## config.mk

```make
export PLATFORM = sky130hd
export DESIGN_NAME = carrier_phase_ctrl
export DESIGN_NICKNAME = d
export VERILOG_FILES = /design/src/rtl/carrier_pkg.sv /design/src/rtl/phase_acc_quarter.sv /design/src/rtl/carrier_phase_ctrl.sv
export SDC_FILE = /design/constraint.sdc
export NUM_CORES = 1
export LEC_CHECK = 0
export BUFFER_PORTS_ARGS = -buffer_cell sky130_fd_sc_hd__clkbuf_2
export CAP_MARGIN = 20
export CORE_AREA = 2 2 96 98
export CTS_CLUSTER_DIAMETER = 100
export DETAILED_ROUTE_END_ITERATION = 10
export DIE_AREA = 0 0 98 100
export PLACE_DENSITY = 0.79
export SLEW_MARGIN = 10
export SYNTH_ARGS = -nofsm -noshare
export SYNTH_HDL_FRONTEND = slang
export SYNTH_SLANG_ARGS = --single-unit
```

## constraint.sdc

```tcl
create_clock -name i_clock -period 5 [get_ports i_clock]
set_clock_uncertainty 0.05 [all_clocks]
set_input_delay 0.5 -clock i_clock [delete_from_list [all_inputs] [get_ports i_clock]]
set_output_delay 0.5 -clock i_clock [all_outputs]
set_load 0.005 [all_outputs]
```

## src/rtl/carrier_pkg.sv

```systemverilog
// Shared definitions for the carrier-offset phase rotator: table depth defaults,
// controller state encoding and the quadrant-to-table-control mapping.
package carrier_pkg;

  localparam int READ_DEPTH_DEF = 2500;
  localparam int NB_ADDR_DEF    = $clog2(READ_DEPTH_DEF);

  typedef enum logic {
    ST_IDLE = 1'b0,
    ST_RUN  = 1'b1
  } state_t;

  typedef struct packed {
    logic swap;
    logic neg_sin;
    logic neg_cos;
  } quad_ctl_t;

  // Quadrant q selects which quarter table feeds each output and its sign.
  localparam quad_ctl_t QUAD_CTL_Q0 = '{swap: 1'b0, neg_sin: 1'b0, neg_cos: 1'b0};
  localparam quad_ctl_t QUAD_CTL_Q1 = '{swap: 1'b1, neg_sin: 1'b0, neg_cos: 1'b1};
  localparam quad_ctl_t QUAD_CTL_Q2 = '{swap: 1'b0, neg_sin: 1'b1, neg_cos: 1'b1};
  localparam quad_ctl_t QUAD_CTL_Q3 = '{swap: 1'b1, neg_sin: 1'b1, neg_cos: 1'b0};

  function automatic quad_ctl_t quad_ctl(input logic [1:0] q);
    case (q)
      2'd0:    return QUAD_CTL_Q0;
      2'd1:    return QUAD_CTL_Q1;
      2'd2:    return QUAD_CTL_Q2;
      default: return QUAD_CTL_Q3;
    endcase
  endfunction

endpackage

```

## src/rtl/phase_acc_quarter.sv

```systemverilog
// Modular up/down step of a phase held as quadrant q and quarter-table index k,
// so a full turn is 4*READ_DEPTH without any divider.
module phase_acc_quarter #(
  parameter int READ_DEPTH = 2500,
  parameter int NB_ADDR    = 12
) (
  input  logic [NB_ADDR-1:0] k,
  input  logic [1:0]         q,
  input  logic [NB_ADDR-1:0] step,
  input  logic               dir,
  output logic [NB_ADDR-1:0] k_next,
  output logic [1:0]         q_next
);

  localparam logic [NB_ADDR:0] DEPTH = (NB_ADDR+1)'(READ_DEPTH);

  logic [NB_ADDR:0] sum_up;

  // NOTE: every output of a combinational block gets a default first; a path
  // that leaves one unassigned would infer a latch.
  always_comb begin
    sum_up = {1'b0, k} + {1'b0, step};
    k_next = k;
    q_next = q;
    if (!dir) begin
      if (sum_up >= DEPTH) begin
        k_next = NB_ADDR'(sum_up - DEPTH);
        q_next = q + 2'd1;
      end else begin
        k_next = sum_up[NB_ADDR-1:0];
      end
    end else if (k >= step) begin
      k_next = k - step;
    end else begin
      // Borrow one quarter: k + DEPTH - step is always below DEPTH here.
      k_next = NB_ADDR'({1'b0, k} + DEPTH - {1'b0, step});
      q_next = q - 2'd1;
    end
  end

endmodule

```

## src/rtl/carrier_phase_ctrl.sv

```systemverilog
// Carrier phase sequencer: IDLE/RUN control, step configuration handshake with
// symbol-boundary update, and registered ROM address / quadrant controls.
module carrier_phase_ctrl
  import carrier_pkg::*;
#(
  parameter int READ_DEPTH = READ_DEPTH_DEF,
  parameter int NB_ADDR    = $clog2(READ_DEPTH)
) (
  input  logic               i_clock,
  input  logic               i_reset,
  input  logic               i_enable,
  input  logic               i_start,
  input  logic               i_stop,
  input  logic               i_cfg_valid,
  output logic               o_cfg_ready,
  input  logic [NB_ADDR-1:0] i_cfg_step,
  input  logic               i_cfg_dir,
  output logic               o_cfg_err,
  output logic [NB_ADDR-1:0] o_addr,
  output logic [1:0]         o_quad,
  output logic               o_swap,
  output logic               o_neg_sin,
  output logic               o_neg_cos,
  output logic               o_valid,
  output logic               o_busy
);

  localparam logic [NB_ADDR:0] DEPTH = (NB_ADDR+1)'(READ_DEPTH);

  state_t             state, state_next;
  logic [NB_ADDR-1:0] k_r, k_next, step_r, pend_step, adv_step;
  logic [1:0]         q_r, q_next;
  logic               dir_r, pend_dir, pend_valid, adv_dir;
  quad_ctl_t          ctl_r;
  logic               advance, clear, cfg_fire, cfg_legal;

  assign cfg_fire  = i_cfg_valid && o_cfg_ready;
  assign cfg_legal = {1'b0, i_cfg_step} < DEPTH;

  // A pending step is consumed by the advance it applies to.
  assign adv_step = pend_valid ? pend_step : step_r;
  assign adv_dir  = pend_valid ? pend_dir  : dir_r;

  always_comb begin
    state_next = state;
    advance    = 1'b0;
    clear      = 1'b0;
    case (state)
      ST_IDLE: if (i_start) begin
        state_next = ST_RUN;
        clear      = 1'b1;
      end
      ST_RUN: begin
        if (i_stop) state_next = ST_IDLE;
        else if (i_enable) advance = 1'b1;
      end
      default: state_next = ST_IDLE;
    endcase
  end

  // NOTE: sequential state uses non-blocking assignments only, so every flop
  // samples the pre-edge values regardless of statement order.
  always_ff @(posedge i_clock) begin
    if (i_reset) state <= ST_IDLE;
    else         state <= state_next;
  end

  phase_acc_quarter #(
    .READ_DEPTH(READ_DEPTH),
    .NB_ADDR   (NB_ADDR)
  ) u_acc (
    .k     (k_r),
    .q     (q_r),
    .step  (adv_step),
    .dir   (adv_dir),
    .k_next(k_next),
    .q_next(q_next)
  );

  always_ff @(posedge i_clock) begin
    if (i_reset) begin
      k_r        <= '0;
      q_r        <= '0;
      ctl_r      <= QUAD_CTL_Q0;
      step_r     <= '0;
      dir_r      <= 1'b0;
      pend_step  <= '0;
      pend_dir   <= 1'b0;
      pend_valid <= 1'b0;
      o_valid    <= 1'b0;
      o_cfg_err  <= 1'b0;
    end else begin
      o_valid   <= advance || clear;
      o_cfg_err <= cfg_fire && !cfg_legal;

      if (clear) begin
        k_r   <= '0;
        q_r   <= '0;
        ctl_r <= QUAD_CTL_Q0;
      end else if (advance) begin
        k_r   <= k_next;
        q_r   <= q_next;
        ctl_r <= quad_ctl(q_next);
      end

      // A step left pending when RUN stops is committed once idle.
      if (pend_valid && (advance || state == ST_IDLE)) begin
        step_r     <= pend_step;
        dir_r      <= pend_dir;
        pend_valid <= 1'b0;
      end

      if (cfg_fire && cfg_legal) begin
        if (state == ST_IDLE) begin
          step_r <= i_cfg_step;
          dir_r  <= i_cfg_dir;
        end else begin
          pend_step  <= i_cfg_step;
          pend_dir   <= i_cfg_dir;
          pend_valid <= 1'b1;
        end
      end
    end
  end

  assign o_addr      = k_r;
  assign o_quad      = q_r;
  assign o_swap      = ctl_r.swap;
  assign o_neg_sin   = ctl_r.neg_sin;
  assign o_neg_cos   = ctl_r.neg_cos;
  assign o_busy      = (state == ST_RUN);
  assign o_cfg_ready = !pend_valid;

endmodule

```

======== Word level (Yosys, flattened, before mapping) ========
Index checks and enable logic that the tools add are counted.
cells by class
  bitwise gates (word level) .............. 1
  multiplexer cells ....................... 25
  add/subtract/negate cells ............... 7
  $lt $le $gt $ge ......................... 3
  equality and inequality tests ........... 2
  reduce and logical (&&, ||, !) cells .... 11
operator list
  cell                      count
  $mux W12                  7
  $sub A12 B12 Y12          2
  $add A12 B12 Y13          1
  $ge A13 B12 Y1 const B    1
  $mux W1                   13
  $add A12 B12 Y12 const B  1
  $ge A12 B12 Y1            1
  $lt A12 B12 Y1 const B    1
  $sub A12 B12 Y12 const B  1
  $pmux W3 S3               1
  $mux W2                   3
  $logic_and A1 B1 Y1       4
  $add A2 B1 Y2 const B     1
  $eq A2 B1 Y1 const B      1
  $eq A2 B2 Y1 const B      1
  $logic_not A1 Y1          2
  $logic_not A2 Y1          1
  $logic_or A1 B1 Y1        2
  $pmux W1 S2               1
  $reduce_and A2 Y1         1
  $reduce_or A2 Y1          1
  $sub A2 B1 Y2 const B     1
  $not A1 Y1                1
storage, ports and cells
  output and inout port bits .............. 21
  input bits .............................. 19
  word-level logic and storage cells ...... 62
  register bits after elaboration ......... 47

======== Longest topological paths before layout ========
Gate-level depths: netlist (run 1).
  word-level depth ........................ 8
  depth in mapped cells ................... 19
  depth with buffers taken out ............ 16

======== Hierarchy ========
Synthesis (run 1) repeated with hierarchy kept, for this count alone.
second synthesis, totals
  cell total of the unflattened synthesis .. 639
  area, all modules ....................... 4875.9 µm²
modules (own cells, without submodules)
  module              sequential area each (µm²)  area each (µm²)  times used  cells an instance
  phase_acc_quarter   0.0                         2536.2           1           351
  carrier_phase_ctrl  940.9                       2339.7           1           288

======== Worst setup path before layout (run 1) ========
Ideal clock, no wire load.
  path type ............................... reg2reg
  start ................................... register pend_valid
  end ..................................... register ctl_r, in the netlist o_neg_cos
  arrival time ............................ 4.056 ns
  path slack .............................. 0.809 ns
  data required time ...................... 4.864 ns
  stages on the path, launching flop included .. 18
  period minus slack after synthesis ...... 4.191 ns
  library setup time ...................... 0.086 ns
  buffers on the path ..................... 3
  cell sequence ........................... dfxtp_1 clkbuf_1 clkbuf_1 mux2i_1 inv_1 ha_1 or2_1 a2111o_1 o211ai_1 a31oi_1 o311a_1 o31ai_2 buf_6 nor2_1 nor2_1 xnor2_1 ha_1 a211oi_1
on the way
  word-level cells in the longest chain between the ends .. 7
  elaborated cells on any way between the ends .. 12
ends and longest elaborated chain
  element                                     line                       text
  from (decl)                                 carrier_phase_ctrl.sv:33   logic dir_r, pend_dir, pend_valid, adv_dir;
  from (signal assigned)                      carrier_phase_ctrl.sv:89   pend_valid <= 1'b0;
  from (signal assigned)                      carrier_phase_ctrl.sv:110  pend_valid <= 1'b0;
  from (signal assigned)                      carrier_phase_ctrl.sv:120  pend_valid <= 1'b1;
  $mux W12                                    carrier_phase_ctrl.sv:41   assign adv_step = pend_valid ? pend_step : step_r;
  $add A12 B12 Y13                            phase_acc_quarter.sv:22    sum_up = {1'b0, k} + {1'b0, step};
  $ge A13 B12 Y1                              phase_acc_quarter.sv:26    if (sum_up >= DEPTH) begin
  $mux W2                                     phase_acc_quarter.sv:26
  $mux W2 (*)                                 phase_acc_quarter.sv:25    if (!dir) begin
  $eq A2 B2 Y1, or another cell as far along  carrier_pkg.sv:26          case (q)
  $pmux W3 S3 (*)                             carrier_pkg.sv:26
  to (signal assigned)                        carrier_phase_ctrl.sv:103  ctl_r <= quad_ctl(q_next);
  to (decl)                                   carrier_phase_ctrl.sv:34   quad_ctl_t ctl_r;
Mark *: on every way between the ends. The rest lies on a longest branch, timed or not.
A chain may end at the register's enable or synchronous reset.

======== Worst setup path after layout (run 1) ========
Ends and elaborated chain as after synthesis.

==> flow_summary.toml, run 1 <==
[status]
status = "finished clean"

[floorplanning]
core_area_mm2 = 0.00889
die_y_um = 100
dieArea_mm2 = 0.00980
boundaryPins = 40
start_util_pct = 51.0
fp.dieW_um = 98
row_count = 35

[synth]
yosysWarnings = 0
ys_seq_area_share_pct = 20.3
synth_common_cells = "nor2_1, inv_1, dfxtp_1, ha_1, mux2i_1"
async_flop_share_pct = 0
yosys_most_used_dff = "dfxtp_1"
avgSynthCellArea_um2 = 8.10
synth_edf_count = 0
syn-cell-area_mm2 = 0.00453
syn_inst = 559
synth.top_cell.area_share_pct = 20.3
synth.most_common_cell = "nor2_1"
synth_area_leaders = "dfxtp_1, ha_1, mux2i_1"
yosysUniqueCellTypes = 76
ys_ff_latch = 46
synth_nets = 628
synth_top_area_cell = "dfxtp_1"

[timing]
max_freq_mhz = 220
worst_pin_slew_ns = 0.911
hold_ws_ns = 0.404
rsz0062_at_grt = "no"
finalHoldViolCount = 0
min_period_ns = 4.55
final.setup.tns_ns = 0
drv_slew = 0
setup_violations = 0
finalCritPeriodShare_pct = 90.9
timing.final.ws_setup_ns = 0.455
maxSlewHeadroom_pct = 37.7

[clocking]
cts-root-buf = "clkbuf_8"
cts_max_level = 2
cts_resized = 0
numClockSinks = 46
insertion_delay_ns = 0.30
clkSlewWorstSetupHoldPaths_ns = 0.11
cts_made_buffers = 5
clock_path_buffers = 2
cts_setup_buffers = 0
cts_hold_buf = 0
cts_tree = "built"

[final_layout]
syn_to_final_growth_pct = 7.79
drive_gt1_share_pct = 13.0
n_antenna_cell = 0
fin_util_pct = 54.9
final_cells = 694
final_cell_area_mm2 = 0.00488
final_nets = 651

[route]
drt_wl_total_mm = 12.2
met1_length_mm = 5.58
drt-pass1-iter-count = 5
wl_met3_um = 469
num_vias = 4110
route.met2.wl_mm = 5.83
highest_layer = "met4"
wl_per_cell_um = 17.6
ant_nets = 0
drt_iter0_markers = 238
vias_per_cell = 5.92
drc_errors = 0

[pwr]
p_per_area_mw_per_mm2 = 237
ir_drop_mv = 0.155
finalPower_mw = 1.16
p_leak_nw = 2.11

[placed_design]
placed_cell_area_mm2 = 0.00477
io_buffers = 39
hpwl_mm = 9.75
dp.cells = 686
gp_congestion = 0.955
pre_cts_ws_ns = 0.544

[min_path]
hp-class = "input pin to register"
hold_end = "o_cfg_err$_SDFF_PP0_"
hp-start = "i_cfg_valid"
min_path_cells = 2

[worst_setup_path]
critical-path-max-stage-delay_ns = 0.56
r2r_cells = 15
r2r_slack_ns = 0.45
crit_start = "pend_valid$_SDFF_PP0_"
start_kind = "register"
crit_fanout = 12
slowest_stage = "dfxtp_1"
path_class = "register to register"
r2r-end = "o_neg_cos$_SDFFE_PP0P_"
endpoint_kind = "register"
worst_ep_required_time_ns = 5.16
arrival_ns = 4.71
worstPathCellList = "buf_4 > mux2i_1 > inv_1 > ha_1 > or3_1 > or2_0 > a31o_1 > a2bb2oi_1 > nand2_1 > o31ai_2 > nor2_1 > nor2_1 > xnor2_1 > ha_1 > a211oi_1"
r2r_start = "pend_valid$_SDFF_PP0_"

[flow_run]
timing.max_cap.violations = 0

[global_routing]
gr-total-overflow = 0
grt_use_total_pct = 25.7
grt_pass1_wl_mm = 20.5
first_global_vias = 4035
grt_max_degree = 33
antenna_found_initial = 0
worst max-delay path, delay by kind of cell, from the launching register on:
kind            cells  cell delay (ns)
flops               1             0.56
xor+xnor            1             0.16
buf+inv             2             0.41
compound gates      4             1.07
simple gates        5             1.12
fa+ha+maj           2             0.69
mux                 1             0.40
power by group:
part           total [mW]  internal, mW  leakage (nW)  switching (mW)
combinational       0.463         0.187          1.68           0.275
clock               0.300         0.153        0.0591           0.147
sequential          0.393         0.382         0.374          0.0111
worst max path at each step:
stage | end | slack, ns | depth (start not counted)
after floorplan | o_neg_cos$_SDFFE_PP0P_ | 0.81 | 17
after global placement | o_neg_sin$_SDFFE_PP0P_ | 0.76 | 16
after detailed placement | o_neg_cos$_SDFFE_PP0P_ | 0.54 | 15
after CTS | o_neg_cos$_SDFFE_PP0P_ | 0.51 | 15
after global routing | o_neg_cos$_SDFFE_PP0P_ | 0.11 | 15
final | o_neg_cos$_SDFFE_PP0P_ | 0.45 | 15
cell type report:
| type | count | area, µm² |
|---|---|---|
| clock buffer | 5 | 68.8 |
| clock inverter | 3 | 47.5 |
| fill | 866 | 4010 |
| inverter | 53 | 199 |
| multi-input combinational | 432 | 3270 |
| sequential | 46 | 921 |
| tap | 111 | 139 |
| timing repair buffer | 44 | 233 |
routing by layer:
layer	global-route usage (%)	vias to the layer above
met5	0	-
met4	8.12	0
met3	2.44	29
met2	44.5	121
met1	33.9	1933
li1	-	2027
placed cells by master (no fill, tap or decap), drive strengths merged, types with 5 or more instances in the layout:
| cell type | n |
|---|---|
| inv | 53 |
| nand2 | 28 |
| nand2b | 10 |
| mux2i | 39 |
| buf | 5 |
| nor2 | 61 |
| fa | 9 |
| o211ai | 7 |
| nor3 | 14 |
| or2 | 13 |
| a21oi | 20 |
| ha | 41 |
| xnor2 | 25 |
| nand3 | 7 |
| xor2 | 6 |
| a31oi | 12 |
| dfxtp | 46 |
| nor2b | 10 |
| or3 | 5 |
| a211oi | 25 |
| o31ai | 6 |
| clkbuf | 44 |
| o21ai | 24 |
logic make-up after synthesis:
group                      count (synthesis)  share of synthesized area [%]
and+or+nand+nor                          171                           19.1
AOI/OAI and AO/OA                        139                           22.5
buffers and inverters                     81                           7.54
adders and majority gates                 50                           15.3
DFF                                       46                           20.3
muxes                                     41                           9.12
xor gates and xnor gates                  31                           6.16
Note: power is estimated with default switching activity, not from simulation.
==> inputs of run 2 (changes only) <==
Settings changed: CELL_PAD_IN_SITES_DETAIL_PLACEMENT from default to 0, CELL_PAD_IN_SITES_GLOBAL_PLACEMENT from default to 2, CORE_AREA 2 2 96 98 to 2 2 114 116, DIE_AREA 0 0 98 100 to 0 0 116 118, PLACE_DENSITY 0.79 to 0.89.
==> run 2 against run 1 <==
Register-to-register slack better by 0.11 ns. Die area grew 40%. Sequential share of layout area is 0.48 points lower. Largest cell class unchanged. Largest power group unchanged. Highest routed layer unchanged.
==> flow_summary.toml, run 2 (synthesized netlist as in run 1, its figures left out) <==
[route]
ant_nets = 0
drc_errors = 0
highest_layer = "met4"
vias_per_cell = 5.38
route.met2.wl_mm = 5.75
wl_per_cell_um = 16.9
met1_length_mm = 5.94
wl_met3_um = 797
num_vias = 4063
drt_iter0_markers = 155
drt_wl_total_mm = 12.7
drt-pass1-iter-count = 7

[status]
status = "finished clean"

[timing]
timing.final.ws_setup_ns = 0.560
maxSlewHeadroom_pct = 46.0
min_period_ns = 4.44
hold_ws_ns = 0.410
final.setup.tns_ns = 0
finalHoldViolCount = 0
drv_slew = 0
setup_violations = 0
worst_pin_slew_ns = 0.809
max_freq_mhz = 225
finalCritPeriodShare_pct = 88.8
rsz0062_at_grt = "no"

[floorplanning]
fp.dieW_um = 116
start_util_pct = 36.5
boundaryPins = 40
core_area_mm2 = 0.0124
dieArea_mm2 = 0.0137
die_y_um = 118
row_count = 41

[final_layout]
final_common_cell = "nor2_1"
fin_util_pct = 40.3
drive_gt1_share_pct = 12.9
nFillCells = 1302
n_antenna_cell = 0
final_cell_mix = "nor2_1, inv_1, dfxtp_1"
syn_to_final_growth_pct = 10.6
final-seq-area_um2 = 921
final_nets = 651
final_cells = 755
multiInputGateArea_mm2 = 0.00327
final_cell_area_mm2 = 0.00501

[clocking]
clkSlewWorstSetupHoldPaths_ns = 0.07
cts-root-buf = "clkbuf_16"
cts_resized = 0
cts_setup_buffers = 0
cts_made_buffers = 5
numClockSinks = 46
insertion_delay_ns = 0.29
cts_max_level = 2
clock_path_buffers = 2
cts_tree = "built"
cts_hold_buf = 0

[global_routing]
antenna_found_initial = 0
grt_pass1_wl_mm = 21.0
grt_use_total_pct = 19.3
grt_max_degree = 33
first_global_vias = 4085
gr-total-overflow = 0

[pwr]
p_per_area_mw_per_mm2 = 250
ir_drop_mv = 0.201
p_leak_nw = 2.13
finalPower_mw = 1.25

[placed_design]
io_buffers = 39
placed_cell_area_mm2 = 0.00484
hpwl_mm = 10.0
dp.cells = 747
pre_cts_ws_ns = 0.603
gp_congestion = 0.943

[worst_setup_path]
crit_fanout = 12
endpoint_kind = "register"
worst_ep_required_time_ns = 5.16
arrival_ns = 4.60
start_kind = "register"
path_class = "register to register"

[flow_run]
timing.max_cap.violations = 0

[min_path]
hp-class = "input pin to register"
[run 2: cell types whose count changed in the layout (fill, tap and decap cells not counted), sizes merged]
cell,change
inv,-2
clkbuf,+1
clkinvlp,+1
[run 2: power breakdown]
group	total (mW)	switching (mW)	internal [mW]
Clock	0.391	0.154	0.236
Sequential	0.393	0.0113	0.382
Combinational	0.467	0.279	0.188
[run 2: worst max-delay path: stages (launching register included)]
cell and delay [ns]:
dfxtp_1 0.58, buf_4 0.29, mux2i_1 0.37, inv_1 0.11, ha_1 0.44, or3_1 0.48, or2_0 0.22, a31o_1 0.22
a2bb2oi_1 0.24, nand2_1 0.16, o31ai_2 0.31, nor2_1 0.07, nor2_1 0.20, xnor2_1 0.16, ha_1 0.26, a211oi_1 0.18
[run 2: worst paths after layout]
check	from	endpoint	slack, ns	depth (start not counted)
hold / removal	i_cfg_step[1]	pend_step[1]$_SDFFE_PP0P_	0.41	3
setup reg to reg	pend_valid$_SDFF_PP0_	o_neg_cos$_SDFFE_PP0P_	0.56	15
setup / recovery	pend_valid$_SDFF_PP0_	o_neg_cos$_SDFFE_PP0P_	0.56	15
hold reg to reg	o_neg_sin$_SDFFE_PP0P_	o_neg_sin$_SDFFE_PP0P_	0.45	2
[run 2: metal layers]
layer | vias up | track usage (%)
met5 | - | 0
met4 | 0 | 5.06
met3 | 18 | 4.79
met2 | 107 | 30.8
met1 | 1910 | 26.0
li1 | 2028 | -
[run 2: layout make-up]
type	instances	share of cell area (%)
Sequential cell	46	18.4
Timing Repair Buffer	44	4.65
Clock buffer	6	2.57
Multi-Input combinational cell	432	65.4
Inverter	53	3.97
Tap cell	172	4.30
Clock inverter	2	0.749
